`src/rtl/rv32i_pkg.sv`:
```
// Shared RV32I decode constants plus the store-buffer entry and drain-state types
// used by the MEM-stage store path.
package rv32i_pkg;

  localparam int DM_ADDR_W = 14;

  // Loads occupy a contiguous code range so the load check can be a range compare.
  localparam logic [5:0] MN_LB  = 6'd10;
  localparam logic [5:0] MN_LH  = 6'd11;
  localparam logic [5:0] MN_LW  = 6'd12;
  localparam logic [5:0] MN_LBU = 6'd13;
  localparam logic [5:0] MN_LHU = 6'd14;
  localparam logic [5:0] MN_SB  = 6'd15;
  localparam logic [5:0] MN_SH  = 6'd16;
  localparam logic [5:0] MN_SW  = 6'd17;

  typedef struct packed {
    logic [DM_ADDR_W-1:0] addr;
    logic [31:0]          data;
    logic [3:0]           strb;
  } st_entry_t;

  typedef enum logic {
    IDLE  = 1'b0,
    ISSUE = 1'b1
  } drain_state_t;

  function automatic logic is_store_mn(input logic [5:0] mn);
    return (mn == MN_SB) || (mn == MN_SH) || (mn == MN_SW);
  endfunction

  function automatic logic is_load_mn(input logic [5:0] mn);
    return (mn >= MN_LB) && (mn <= MN_LHU);
  endfunction

endpackage

```
`src/rtl/store_fifo.sv`:
```
// Generic DEPTH-entry FIFO of store entries; a push while full is refused even
// when a pop happens in the same cycle.
module store_fifo
  import rv32i_pkg::*;
#(
  parameter int DEPTH = 2
) (
  input  logic                     clk,
  input  logic                     rst,
  input  logic                     push,
  input  logic                     pop,
  input  st_entry_t                din,
  output st_entry_t                head,
  output logic                     full,
  output logic                     empty,
  output logic [$clog2(DEPTH):0]   count
);

  localparam int PTR_W = $clog2(DEPTH);
  localparam int CNT_W = PTR_W + 1;

  st_entry_t          mem_r [DEPTH];
  logic [PTR_W-1:0]   wr_ptr_r;
  logic [PTR_W-1:0]   rd_ptr_r;
  logic [CNT_W-1:0]   count_r;
  logic               push_ok_s;
  logic               pop_ok_s;

  assign full      = (count_r == CNT_W'(DEPTH));
  assign empty     = (count_r == {CNT_W{1'b0}});
  assign count     = count_r;
  assign head      = mem_r[rd_ptr_r];
  assign push_ok_s = push & ~full;
  assign pop_ok_s  = pop & ~empty;

  // Pointer and occupancy bookkeeping; pointers wrap naturally since DEPTH is a power of two.
  always_ff @(posedge clk or negedge rst) begin
    if (!rst) begin
      wr_ptr_r <= {PTR_W{1'b0}};
      rd_ptr_r <= {PTR_W{1'b0}};
      count_r  <= {CNT_W{1'b0}};
    end else begin
      if (push_ok_s) begin
        wr_ptr_r <= wr_ptr_r + PTR_W'(1);
      end
      if (pop_ok_s) begin
        rd_ptr_r <= rd_ptr_r + PTR_W'(1);
      end
      case ({push_ok_s, pop_ok_s})
        2'b10:   count_r <= count_r + CNT_W'(1);
        2'b01:   count_r <= count_r - CNT_W'(1);
        default: count_r <= count_r;
      endcase
    end
  end

  // Entry storage.
  always_ff @(posedge clk or negedge rst) begin
    if (!rst) begin
      for (int i = 0; i < DEPTH; i++) begin
        mem_r[i] <= '0;
      end
    end else if (push_ok_s) begin
      mem_r[wr_ptr_r] <= din;
    end
  end

endmodule

```
`src/rtl/store_unit.sv`:
```
// MEM-stage store path: aligns store data to byte lanes, buffers stores and drains
// them to data memory over a CS/ready handshake, stalling EX/MEM when needed.
module store_unit
  import rv32i_pkg::*;
#(
  parameter int DEPTH  = 2,
  parameter int ADDR_W = DM_ADDR_W
) (
  input  logic                     clk,
  input  logic                     rst,
  input  logic                     i_valid,
  input  logic [5:0]               i_mnemonic,
  input  logic [31:0]              i_ALUout,
  input  logic [31:0]              i_rs2_data,
  input  logic                     i_DM_ready,
  output logic                     o_DM_CS,
  output logic [ADDR_W-1:0]        o_DM_A,
  output logic [3:0]               o_DM_WEB,
  output logic [31:0]              o_DM_DI,
  output logic                     o_stall,
  output logic                     o_misalign,
  output logic [$clog2(DEPTH):0]   o_pending
);

  localparam int CNT_W = $clog2(DEPTH) + 1;

  drain_state_t       state_r;
  logic               misalign_r;
  logic               is_store_s;
  logic               is_load_s;
  logic               mis_s;
  logic [31:0]        al_data_s;
  logic [3:0]         al_strb_s;
  logic               push_s;
  logic               push_ok_s;
  logic               pop_s;
  logic               full_s;
  logic               empty_s;
  logic [CNT_W-1:0]   count_s;
  logic [CNT_W-1:0]   count_next_s;
  st_entry_t          entry_s;
  st_entry_t          head_s;
  logic               unused_s;

  assign is_store_s = i_valid & is_store_mn(i_mnemonic);
  assign is_load_s  = i_valid & is_load_mn(i_mnemonic);
  assign unused_s   = ^{i_ALUout[31:DM_ADDR_W+2]};

  // Byte-lane alignment and misalignment detection for the incoming store.
  always_comb begin
    al_data_s = 32'h0000_0000;
    al_strb_s = 4'b0000;
    mis_s     = 1'b0;
    if (is_store_s) begin
      case (i_mnemonic)
        MN_SB: begin
          al_data_s = {4{i_rs2_data[7:0]}};
          al_strb_s = 4'b0001 << i_ALUout[1:0];
        end
        MN_SH: begin
          al_data_s = {2{i_rs2_data[15:0]}};
          al_strb_s = i_ALUout[1] ? 4'b1100 : 4'b0011;
          mis_s     = i_ALUout[0];
        end
        MN_SW: begin
          al_data_s = i_rs2_data;
          al_strb_s = 4'b1111;
          mis_s     = (i_ALUout[1:0] != 2'b00);
        end
        default: begin
          al_data_s = 32'h0000_0000;
          al_strb_s = 4'b0000;
          mis_s     = 1'b0;
        end
      endcase
    end else begin
      mis_s = 1'b0;
    end
  end

  assign entry_s      = '{addr: i_ALUout[DM_ADDR_W+1:2], data: al_data_s, strb: al_strb_s};
  assign push_s       = is_store_s & ~mis_s;
  assign push_ok_s    = push_s & ~full_s;
  assign pop_s        = (state_r == ISSUE) & i_DM_ready & ~empty_s;
  assign count_next_s = count_s + CNT_W'(push_ok_s) - CNT_W'(pop_s);

  store_fifo #(.DEPTH(DEPTH)) u_fifo (
    .clk   (clk),
    .rst   (rst),
    .push  (push_s),
    .pop   (pop_s),
    .din   (entry_s),
    .head  (head_s),
    .full  (full_s),
    .empty (empty_s),
    .count (count_s)
  );

  // Drain FSM; looking at the next count lets a push made in IDLE be presented next cycle.
  always_ff @(posedge clk or negedge rst) begin
    if (!rst) begin
      state_r    <= IDLE;
      misalign_r <= 1'b0;
    end else begin
      misalign_r <= is_store_s & mis_s;
      case (state_r)
        IDLE: begin
          state_r <= (count_next_s != {CNT_W{1'b0}}) ? ISSUE : IDLE;
        end
        ISSUE: begin
          if (i_DM_ready) begin
            state_r <= (count_next_s != {CNT_W{1'b0}}) ? ISSUE : IDLE;
          end else begin
            state_r <= ISSUE;
          end
        end
        default: begin
          state_r <= IDLE;
        end
      endcase
    end
  end

  // Memory-side outputs are decoded from flops only, so they hold steady until ready.
  assign o_DM_CS    = (state_r == ISSUE);
  assign o_DM_A     = (state_r == ISSUE) ? ADDR_W'(head_s.addr) : {ADDR_W{1'b0}};
  assign o_DM_DI    = (state_r == ISSUE) ? head_s.data : 32'h0000_0000;
  assign o_DM_WEB   = (state_r == ISSUE) ? ~head_s.strb : 4'hF;
  assign o_misalign = misalign_r;
  assign o_pending  = count_s;
  assign o_stall    = (push_s & full_s) | (is_load_s & (count_s != {CNT_W{1'b0}}));

endmodule

```
`config.mk`:
```
export PLATFORM = sky130hd
export DESIGN_NAME = store_unit
export DESIGN_NICKNAME = d
export VERILOG_FILES = /design/src/rtl/rv32i_pkg.sv /design/src/rtl/store_fifo.sv /design/src/rtl/store_unit.sv
export SDC_FILE = /design/constraint.sdc
export NUM_CORES = 1
export LEC_CHECK = 0
export CAP_MARGIN = 0
export CORE_UTILIZATION = 45
export CTS_CLUSTER_SIZE = 25
export DETAILED_ROUTE_END_ITERATION = 8
export GPL_TIMING_DRIVEN = 0
export PLACE_DENSITY = 0.73
export SLEW_MARGIN = 5
export SYNTH_ARGS = -nofsm -noshare
export SYNTH_HDL_FRONTEND = slang
export SYNTH_SLANG_ARGS = --single-unit
export TNS_END_PERCENT = 50
```
`constraint.sdc`:
```
create_clock -name clk -period 5.5 [get_ports clk]
set_input_delay 1.1 -clock clk [delete_from_list [all_inputs] [get_ports clk]]
set_output_delay 1.1 -clock clk [all_outputs]
set_load 0.01 [all_outputs]
```
==> results_dict.tcl, run 1 <==
set metrics [dict create \
    outcome "finished, final reports clean" \
    cp_max_fo 10 \
    die_width_um 114 \
    grt_pass1_vias 4628 \
    synth_warnings 0 \
    period_share_pct 89.5 \
    vias 4552 \
    wire_per_inst_um 18.8 \
    endpoint "o_stall" \
    placed_area_um2 6940 \
    antenna_found_initial 0 \
    synthArstFlopShare_pct 100 \
    grtUsageTotal_pct 24.7 \
    grt_pass1_wl_mm 24.4 \
    total_power_uw 2220 \
    fmax_mhz 203 \
    drc 0 \
    fp-row-count 40 \
    post_cts_buffers 0 \
    grt_use_met2_pct 38.9 \
    final_core_util_pct 60.1 \
    cp-end-kind "primary output" \
    numCtsBuffers 9 \
    n_antenna_cell 0 \
    dpl.hpwl_mm 11.1 \
    yosysMostFrequentCell "dfrtp_1" \
    clk_pin_slew_ns 0.06 \
    rsz0062_at_grt "false" \
    initial_core_util_pct 46.4 \
    cts_buffer_depth 2 \
    pin_count 129 \
    die_area_um2 12900 \
    port_buffers 111 \
    drive_above_1_share_pct 13.4 \
    reg2reg_slack_ns 3.21 \
    finalNonFillerCells 815 \
    cts_resized 0 \
    place_congestion 0.901 \
    drt-initial-drc-count 435 \
    dr.pass1.iters 5 \
    r2r_cells 6 \
    ant_nets 0 \
    cts-root-buf "clkbuf_16" \
    ys_top_cells_by_area "dfrtp_1 (47%), o21ai_0 (8.5%), mux2i_1 (8.2%)" \
    areaGrowthSynthToFinish_pct 29.5 \
    drv_slew 0 \
    nets 719 \
    viasPerCell 5.59 \
    leakagePower_uw 0.00322 \
    synth_fp_nets 596 \
    yosysTopAreaCellShare_pct 47.4 \
    critical_path.startpoint "i_mnemonic[0]" \
    power_density_nw_per_um2 307 \
    r2r-start "u_fifo.count[0]" \
    coreArea_um2 12100 \
    cts_tree "yes" \
    max-cap-violations 0 \
    r2r_end "u_fifo.mem_r[76]" \
    yosysTopAreaCell "dfrtp_1" \
    insertion_delay_ns 0.35 \
    fin_setup_tns_ns 0 \
    overflow 0 \
    cp-start-kind "primary input" \
    synth_area_per_cell_um2 10.8 \
    postRouteWirelength_mm 15.3 \
    use_met3_pct 5.47 \
    synth_cell_type_count 41 \
    grt_max_degree 72 \
    synth_seq_cells 106 \
    netlist_instances 519 \
    netlist_top_cells_count "dfrtp_1 (106), o21ai_0 (95), mux2i_1 (46), nor2b_1 (46), mux2_2 (29)" \
    worst_clock_skew_ns 0.00857 \
    worst_pin_slew_ns 1.19 \
    design_area_um2 7250 \
    hold_buffers 0 \
    crit_arrival_ns 3.82 \
    synth_area_um2 5600 \
    peakVddDrop_v 0.000189 \
    htree_levels 3 \
    min_path_type "reg -> reg" \
    chipHeight_um 114 \
    fillers 989 \
    grt_use_met1_pct 32.9 \
    synth-main-ff-cell "dfrtp_1" \
    yosysSeqAreaShare_pct 47.4 \
    max_slew_margin_pct 19.7 \
    fin_crit_ns 4.92 \
    cts_sinks 106 \
    dp_cells 799 \
    finalHoldViolCount 0 \
    worstPathRequired_ns 4.40 \
    synth_edf_count 0 \
    crit_type "in -> out" \
    min_path_cells 1 \
    grt-busiest-layer "met2" \
    setup_viol 0 \
]
==> cells by family (layout without fill, tap and decap cells) <==
logic type | after synthesis | count (layout) | share of synthesized area, %
AOI/OAI and AO/OA | 146 | 146 | 14.6
buffers and inverters | 53 | 181 | 4.69
xor gates and xnor gates | 6 | 6 | 0.939
adders and majority gates | 3 | 3 | 0.671
muxes | 102 | 102 | 21.2
DFF | 106 | 106 | 47.4
and+or+nand+nor | 103 | 103 | 10.5
==> stage by stage <==
step | hold WS [ns] | setup WS [ns]
after global routing | 0.519 | 0.490
after CTS | 0.499 | 0.629
after global placement | 0.468 | -0.482
after detailed placement | 0.484 | 0.649
final | 0.494 | 0.577
after floorplan | 0.457 | 1.97
==> routing by layer <==
metal / up-vias / part of all wire, %
met5: - / 0
met3: 39 / 5.9
li1: 2076 / -
met1: 2251 / 44
met2: 186 / 46
met4: 0 / 3.8
==> report_power, final <==
| group | total (uW) | switching (uW) | internal [uW] | leakage (uW) |
|---|---|---|---|---|
| registers | 888 | 45.8 | 843 | 0.00145 |
| clock network | 664 | 286 | 377 | 0.000145 |
| logic | 671 | 340 | 330 | 0.00162 |
==> sequential cells by signal, indices dropped and copies added (netlist names) <==
signal,flops
o_DM_CS,1
o_misalign,1
u_fifo.count,2
u_fifo.mem_r,100
u_fifo.rd_ptr_r,1
u_fifo.wr_ptr_r,1
==> placed cells by master, fill, tap and decap left out, drive strengths merged, types with 7 or more instances in the layout <==
| master | instances |
|---|---|
| o21ai | 115 |
| clkdlybuf4s50 | 110 |
| dfrtp | 106 |
| mux2 | 56 |
| mux2i | 46 |
| nor2b | 46 |
| clkbuf | 35 |
| buf | 19 |
| nand2 | 15 |
| inv | 13 |
| nor3 | 10 |
| a22o | 9 |
| nand3 | 8 |
| a21oi | 8 |
| and3 | 7 |
| nor2 | 7 |
==> layout make-up <==
type	instances	area [um2]	area share [%]
multi-input combinational	360	2680	37.0
inverter	13	48.8	0.673
timing repair buffer	112	1140	15.7
sequential	106	2650	36.6
clock inverter	4	50.0	0.690
buffer	40	214	2.95
tap	168	210	2.90
clock buffer	12	256	3.54
==> worst min path at each step <==
stage / startpoint / to / slack (ns)
global placement: u_fifo.mem_r[94] / u_fifo.mem_r[94] / 0.47
floorplan: u_fifo.mem_r[94] / u_fifo.mem_r[94] / 0.46
CTS: u_fifo.mem_r[94] / u_fifo.mem_r[94] / 0.50
global route: u_fifo.mem_r[72] / u_fifo.mem_r[72] / 0.52
detailed placement: u_fifo.mem_r[94] / u_fifo.mem_r[94] / 0.48
finish: u_fifo.mem_r[94] / u_fifo.mem_r[94] / 0.49
==> worst max-delay path: stages <==
cell and delay (ns):
clkdlybuf4s50_1 0.50, clkbuf_1 0.41, nand3_1 0.36, o22a_1 0.31, buf_2 0.20, nand2b_1 0.16
o32ai_1 0.17, clkdlybuf4s50_1 0.61
(Power assumes the default switching activity.)
==> run 2: changes to the inputs <==
--- a/config.mk
+++ b/config.mk
@@ -7,10 +7,11 @@
 export LEC_CHECK = 0
 export CAP_MARGIN = 0
 export CORE_UTILIZATION = 45
-export CTS_CLUSTER_SIZE = 25
+export CTS_CLUSTER_SIZE = 14
 export DETAILED_ROUTE_END_ITERATION = 8
 export GPL_TIMING_DRIVEN = 0
 export PLACE_DENSITY = 0.73
+export SKIP_LAST_GASP = 1
 export SLEW_MARGIN = 5
 export SYNTH_ARGS = -nofsm -noshare
 export SYNTH_HDL_FRONTEND = slang
==> results of run 2 <==
The final DEF is identical to that of run 1; final timing and power are the same.
==> run 3: changes to the inputs <==
--- a/config.mk
+++ b/config.mk
@@ -6,11 +6,11 @@
 export NUM_CORES = 1
 export LEC_CHECK = 0
 export CAP_MARGIN = 0
-export CORE_UTILIZATION = 45
+export CORE_UTILIZATION = 55
 export CTS_CLUSTER_SIZE = 14
 export DETAILED_ROUTE_END_ITERATION = 8
 export GPL_TIMING_DRIVEN = 0
-export PLACE_DENSITY = 0.73
+export PLACE_DENSITY = 0.87
 export SKIP_LAST_GASP = 1
 export SLEW_MARGIN = 5
 export SYNTH_ARGS = -nofsm -noshare
==> run 3 against run 2 <==
Compared with the run above: sequential share of layout area increased by 0.75 points; sequential cell count unchanged; total power decreased by 7.6%; maximum frequency decreased by 0.42%; largest power group unchanged; via count increased by 1.4%; count of clock-buffer cells in the layout unchanged; first-iteration DRC count decreased by 10%; clock skew increased by 0.0032 ns.
==> results_dict.tcl, run 3 (synthesis results as in run 1) <==
set metrics [dict create \
    drv_slew 0 \
    cts_sinks 106 \
    worstPathRequired_ns 4.40 \
    fp-row-count 36 \
    max-cap-violations 0 \
    ant_nets 0 \
    htree_levels 3 \
    period_share_pct 89.9 \
    rsz0062_at_grt "false" \
    areaGrowthSynthToFinish_pct 26.9 \
    final_cell_mix "clkdlybuf4s50_1 (110), dfrtp_1 (106), o21ai_0 (95)" \
    cp_max_fo 10 \
    grt_max_degree 72 \
    die_width_um 103 \
    power_density_nw_per_um2 289 \
    port_buffers 111 \
    min_path_type "reg -> reg" \
    grt_use_met2_pct 46.3 \
    grtUsageTotal_pct 29.7 \
    chipHeight_um 103 \
    place_congestion 1.02 \
    postRouteWirelength_mm 14.9 \
    layout_commonest_cell "clkdlybuf4s50_1" \
    worst_clock_skew_ns 0.0118 \
    numCtsBuffers 9 \
    cts_resized 0 \
    crit_buf_inv 4 \
    drive_above_1_share_pct 13.4 \
    antenna_found_initial 0 \
    drt-initial-drc-count 391 \
    outcome "finished, final reports clean" \
    vias 4616 \
    grt_use_met1_pct 39.3 \
    crit_top_cell "clkdlybuf4s50_1" \
    cts-root-buf "clkbuf_8" \
    cp-end-kind "primary output" \
    fin_crit_ns 4.94 \
    regMostFlops "u_fifo.mem_r" \
    n_antenna_cell 0 \
    fmax_mhz 202 \
    worst_pin_slew_ns 1.06 \
    initial_core_util_pct 57.0 \
    cp-start-kind "primary input" \
    cpMaxStageDelayCell "clkdlybuf4s50_1" \
    post_cts_buffers 0 \
    crit_family "buffers and inverters" \
    dpl.hpwl_mm 10.9 \
    cpPeakStageDelay_ns 0.61 \
    drc 0 \
    peakVddDrop_v 0.000218 \
    setup_viol 0 \
    multi_input_area_um2 2680 \
    dp_cells 764 \
    cts_buffer_depth 2 \
    crit_chain "clkdlybuf4s50_1 > clkbuf_1 > nand3_1 > o22a_1 > buf_2 > nand2b_1 > o32ai_1 > clkdlybuf4s50_1" \
    design_area_um2 7100 \
    use_met3_pct 6.44 \
    crit_type "in -> out" \
    die_area_um2 10600 \
    fillers 752 \
    cts_tree "yes" \
    dr.pass1.iters 5 \
    max_slew_margin_pct 28.8 \
    largest_reg_flops 100 \
    leakagePower_uw 0.00318 \
    grt_pass1_wl_mm 23.5 \
    placed_area_um2 6900 \
    nets 719 \
    insertion_delay_ns 0.38 \
    hold_slack_ns 0.505 \
    coreArea_um2 9820 \
    clk_pin_slew_ns 0.09 \
    finalNonFillerCells 780 \
    overflow 0 \
    crit_arrival_ns 3.84 \
    grt_pass1_vias 4569 \
    pin_count 129 \
    viasPerCell 5.92 \
    hold_buffers 0 \
    seq_area_um2 2650 \
    finalHoldViolCount 0 \
    grt-busiest-layer "met2" \
    wire_per_inst_um 19.1 \
]
run 3: cell type report:
| type | instances | area share (%) |
|---|---|---|
| tap | 133 | 2.34 |
| inverter | 13 | 0.687 |
| sequential | 106 | 37.3 |
| clock buffer | 12 | 2.18 |
| clock inverter | 4 | 0.704 |
| timing repair buffer | 112 | 16.0 |
| buffer | 40 | 3.01 |
| multi-input combinational | 360 | 37.7 |
run 3: through the flow:
step | util (%) | setup TNS (ns) | total power (uW) | setup slack [ns]
after floorplan | - | 0 | 1300 | 1.97
after global placement | 70.0 | -39.49 | 1550 | -0.382
after detailed placement | 70.3 | 0 | 1570 | 0.645
after CTS | 72.3 | 0 | 2060 | 0.620
after global routing | 72.3 | 0 | 2150 | 0.505
final | 72.3 | 0 | 2050 | 0.556
run 3: worst paths after layout:
check	start	end	slack [ns]	depth (start not counted)
max in group asynchronous	rst	u_fifo.mem_r[88]	4.12	2
worst min-delay path	u_fifo.mem_r[94]	u_fifo.mem_r[94]	0.50	1
min in group asynchronous	rst	u_fifo.mem_r[47]	0.68	1
worst min register to register	u_fifo.mem_r[94]	u_fifo.mem_r[94]	0.50	1
worst max register to register	u_fifo.count[0]	u_fifo.mem_r[75]	3.16	6
worst max-delay path	i_mnemonic[0]	o_stall	0.56	8
run 3: report_power, final:
group,leakage [uW],internal (uW),switching (uW)
logic,0.00162,329,336
clock network,0.0000986,235,267
registers,0.00145,842,44.6
run 3: layer usage:
metal,part of all wire [%],up-vias
met2,47,239
li1,-,2080
met5,0,-
met4,3.3,0
met1,43,2256
met3,7.2,41
